File: config.mk
export PLATFORM = sky130hd
export DESIGN_NAME = wqe_dispatch_scheduler
export DESIGN_NICKNAME = d
export VERILOG_FILES = /design/src/rtl/wqe_dispatch_scheduler.sv
export SDC_FILE = /design/constraint.sdc
export NUM_CORES = 1
export LEC_CHECK = 0
export ABC_AREA = 1
export BUFFER_PORTS_ARGS = -buffer_cell sky130_fd_sc_hd__buf_2
export CORE_AREA = 2 2 138 140
export DETAILED_ROUTE_END_ITERATION = 7
export DIE_AREA = 0 0 140 142
export SLEW_MARGIN = 40
export SYNTH_ARGS = -nofsm -noshare
export SYNTH_HDL_FRONTEND = slang
export SYNTH_SLANG_ARGS = --single-unit
File: constraint.sdc
create_clock -name clock -period 3.72 [get_ports clock]
set_input_delay 0.372 -clock clock [delete_from_list [all_inputs] [get_ports clock]]
set_output_delay 0.372 -clock clock [all_outputs]
set_load 0.1 [all_outputs]
File: src/rtl/wqe_dispatch_scheduler.sv
// Work-queue dispatch: round-robin pop of SQ/RQ WQEs, malformed-entry drop,
// single-descriptor DMA issue stage and an in-flight credit counter.
module wqe_dispatch_scheduler #(
    parameter int MAX_OUTSTANDING = 4,
    parameter int CNT_W           = 4
) (
    input  logic               clock,
    input  logic               reset,
    input  logic               enable,
    input  logic               sqEmpty,
    input  logic [111:0]       sqData,
    output logic               sqPop,
    input  logic               rqEmpty,
    input  logic [111:0]       rqData,
    output logic               rqPop,
    output logic               dmaValid,
    input  logic               dmaReady,
    output logic [111:0]       dmaDesc,
    output logic               dmaQueue,
    input  logic               cplValid,
    output logic [CNT_W-1:0]   outstanding,
    output logic [CNT_W-1:0]   dropCount,
    output logic               cplErr,
    output logic               busy,
    output logic [0:0]         dbgState
);

    localparam logic [0:0] IDLE  = 1'b0;
    localparam logic [0:0] ISSUE = 1'b1;

    localparam logic [CNT_W-1:0] OUT_LIMIT = CNT_W'(MAX_OUTSTANDING);
    localparam logic [CNT_W-1:0] CNT_MAX   = '1;

    logic [0:0]   state;
    logic         rrPtr;
    logic         sqAvail;
    logic         rqAvail;
    logic         startIssue;
    logic         selRq;
    logic [111:0] headWord;
    logic [2:0]   headDataNum;
    logic         headMalformed;
    logic         issueAccept;

    assign sqAvail = ~sqEmpty;
    assign rqAvail = ~rqEmpty;

    // Pops are combinational with the start decision; reset gates them so a
    // FIFO is never drained while the scheduler is held in reset.
    assign startIssue = ~reset & (state == IDLE) & enable
                      & (outstanding < OUT_LIMIT) & (sqAvail | rqAvail);
    assign selRq      = (sqAvail & rqAvail) ? rrPtr : ~sqAvail;
    assign headWord   = selRq ? rqData : sqData;

    assign headDataNum   = headWord[106:104];
    assign headMalformed = (headDataNum == 3'd0) || (headDataNum > 3'd4);

    assign sqPop = startIssue & ~selRq;
    assign rqPop = startIssue & selRq;

    // Handshake: dmaValid rises with a registered descriptor and stays high with
    // dmaDesc/dmaQueue frozen until the cycle dmaValid & dmaReady is seen; that
    // cycle is the transfer, and dmaValid is low on the following cycle.
    assign dmaValid    = (state == ISSUE);
    assign issueAccept = dmaValid & dmaReady;

    assign busy     = (state != IDLE) | (outstanding != '0);
    assign dbgState = state;

    always_ff @(posedge clock or posedge reset) begin
        if (reset) begin
            state    <= IDLE;
            rrPtr    <= 1'b0;
            dmaDesc  <= '0;
            dmaQueue <= 1'b0;
        end else begin
            case (state)
                IDLE: begin
                    if (startIssue) begin
                        if (headMalformed) begin
                            rrPtr <= ~selRq;
                        end else begin
                            dmaDesc  <= headWord;
                            dmaQueue <= selRq;
                            state    <= ISSUE;
                        end
                    end
                end
                ISSUE: begin
                    if (issueAccept) begin
                        rrPtr <= ~dmaQueue;
                        state <= IDLE;
                    end
                end
                default: state <= IDLE;
            endcase
        end
    end

    // An accept and a completion in the same cycle cancel; a lone completion
    // with nothing in flight is recorded as a sticky protocol error.
    always_ff @(posedge clock or posedge reset) begin
        if (reset) begin
            outstanding <= '0;
            cplErr      <= 1'b0;
        end else begin
            case ({issueAccept, cplValid})
                2'b10: outstanding <= outstanding + 1'b1;
                2'b01: begin
                    if (outstanding == '0) begin
                        cplErr <= 1'b1;
                    end else begin
                        outstanding <= outstanding - 1'b1;
                    end
                end
                default: outstanding <= outstanding;
            endcase
        end
    end

    always_ff @(posedge clock or posedge reset) begin
        if (reset) begin
            dropCount <= '0;
        end else if (startIssue && headMalformed && (dropCount != CNT_MAX)) begin
            dropCount <= dropCount + 1'b1;
        end
    end

endmodule

==> results_dict.tcl <==
set metrics [dict create \
    outcome "finished with violations" \
    violations "design-rule violations" \
    synth_mux_area_share_pct 18.51 \
    hold_path.class "primary input to asynchronous set/reset pin" \
    grt-ovfl-total 0 \
    syn-num-nets 825 \
    dieArea_sq_um 19880 \
    synth-xor-area-share_pct 0.8913 \
    syn-cell-area_sq_um 5896 \
    relSlewSlack_pct 47.65 \
    worstPathArrival_ns 2.09 \
    cts_tree "built" \
    htreeDepth 4 \
    antenna_found_initial 0 \
    fin_setup_tns_ns 0 \
    io_pins 358 \
    fin_worst_skew_ns 0.007154 \
    drtIter0Drc 318 \
    fp.coreArea_sq_um 18460 \
    fmax_ghz 0.4061 \
    final.min_clock_period_ns 2.463 \
    cts-buffers-inserted 17 \
    dr.pass1.iters 8 \
    grt_pass1_wl_mm 25.05 \
    place_area_sq_um 7874 \
    drv_cap 0 \
    yosys_warnings 0 \
    drive_above_1_share_pct 42.68 \
    numPortBuffers 357 \
    grt_start_max_net_pins 77 \
    fp-row-count 50 \
    finalMaxSlewViolations 0 \
    final_cell_mix "buf_2 (357), nand2_1 (149), dfrtp_1 (124), mux2i_1 (109), o21ai_0 (86)" \
    rrSetupSlack_ns 1.40 \
    synth_compound_area_share_pct 10.55 \
    cts_hold_buf 0 \
    grt_use_total_pct 16.29 \
    critical_path_class "flip-flop to output pin" \
    die_height_um 142 \
    fin_crit_sh_pct 66.20 \
    globalplace.congestion 0.7810 \
    synthAdderAreaFrac_pct 0.4244 \
    tightest_slew_ns 0.7853 \
    critPathRequiredTime_ns 3.35 \
    yosys.area_share.simple_pct 12.29 \
    path_delay_family "buffers and inverters" \
    crit_path_end_kind "output pin" \
    ys_types 30 \
    cts_resized 0 \
    clk_latency_ns 0.41 \
    syn_inst 592 \
    ys_ff_latch 124 \
    cp_max_fo 49 \
    worst-path-buf-inv 2 \
    vias 5289 \
    clock_sinks 124 \
    final_antenna_net_count 0 \
    crit_path_start_kind "flip-flop" \
    cts_buffer_depth 2 \
    grt_pass1_vias 4731 \
    chipWidth_um 140 \
    postCtsSetupBuffers 0 \
    setup_viol 0 \
    vias_per_cell 4.471 \
    root_buffer "clkbuf_16" \
    hold_viol 0 \
    drt-wirelength-per-cell_um 14.16 \
    critical_path.cell_chain "nand2_2 -> nand2_8 -> buf_4 -> nor2_1 -> buf_2" \
    final_area_sq_um 8408 \
    finalNetCount 1170 \
    final_common_cell "buf_2" \
    path_clk_slew_ns 0.05 \
    routed_wirelength_mm 16.75 \
    synth_top_family_by_area "multiplexers" \
    dp.final_hpwl_mm 13.06 \
    area_growth_pct 42.61 \
    ys_seq_area_share_pct 52.63 \
    start_util_pct 31.95 \
    rsz0062_at_grt "no" \
    cp_slowest_stage_delay_ns 0.61 \
    worst_path_max_delay_cell "buf_4" \
    route.detailed.drc 25 \
    antenna_cells 0 \
    postSynthAreaPerCell_sq_um 9.959 \
]
==> final cells by class <==
class | instances | area [sq um]
Fill cell | 1839 | 10050
Sequential cell | 124 | 3103
Multi-Input combinational cell | 413 | 2531
Timing Repair Buffer | 364 | 1881
Clock buffer | 19 | 432.9
Tap cell | 234 | 292.8
Clock inverter | 12 | 101.3
Inverter | 17 | 66.31
==> synthesized netlist by cell type <==
cell / instances / share of area [%]
nand2_1: 149 / 9.5
dfrtp_1: 124 / 53
mux2i_1: 109 / 19
o21ai_0: 86 / 7.3
o21ai_1: 27 / 2.3
buf_2: 23 / 2.0
inv_1: 15 / 0.95
nand3_1: 11 / 0.93
clkbuf_1: 8 / 0.51
buf_6: 5 / 0.95
xor2_1: 5 / 0.74
nand4_1: 4 / 0.42
nor2_1: 4 / 0.25
o21ai_2: 4 / 0.59
ha_1: 2 / 0.42
nand3b_1: 2 / 0.25
a21oi_1: 1 / 0.085
a31o_2: 1 / 0.15
buf_4: 1 / 0.13
clkbuf_2: 1 / 0.085
clkinv_1: 1 / 0.064
inv_2: 1 / 0.064
nand2_2: 1 / 0.11
nand2_4: 1 / 0.19
nand3_2: 1 / 0.17
nor3_1: 1 / 0.085
nor3_4: 1 / 0.28
o21bai_1: 1 / 0.13
or2_2: 1 / 0.11
xnor2_1: 1 / 0.15
==> final timing paths <==
kind                                 from      endpoint  cells after the start
max                                 rrPtr         sqPop                      5
min                                 reset  dropCount[1]                      2
max reg2reg                outstanding[2]   dmaDesc[68]                      7
min reg2reg                        cplErr        cplErr                      1
max in group asynchronous           reset   dmaDesc[18]                      3
min in group clock               dmaReady      dbgState                      2
==> cells by family (layout without fill, tap and decap cells) <==
group | Yosys count | in the layout
buf+inv | 55 | 412
mux | 109 | 109
flops | 124 | 124
fa+ha+maj | 2 | 2
xor+xnor | 6 | 6
simple gates | 176 | 176
compound gates | 120 | 120
==> metal layers <==
layer  vias to the layer above  GRT usage [%]  part of all wire (%)
met2                       223          27.43                    50
met1                      2347          19.56                    41
li1                       2708              -                     -
met3                        11          6.393                   8.4
met5                         -              0                     0
met4                         0          4.413                   1.0
==> metrics by stage <==
step	hold slack, ns	worst slack, ns	utilization (%)	instances
6_report	0.03492	1.257	45.56	1183
5_1_grt	0.06315	1.082	45.56	1183
4_1_cts	0.04299	1.224	45.56	1183
3_5_place_dp	0.4607	1.340	42.66	1152
3_3_place_gp	0.4582	1.374	42.64	1152
2_1_floorplan	0.4838	0.04877	-	592
==> state kept, by name, summed over array words and instances, names as in the netlist <==
signal,count
dropCount,4
cplErr,1
outstanding,4
dbgState,1
dmaQueue,1
dmaDesc,112
rrPtr,1
Power is not shown: default switching activity piles up to over one toggle a cycle in this logic, so the estimate is an artifact.
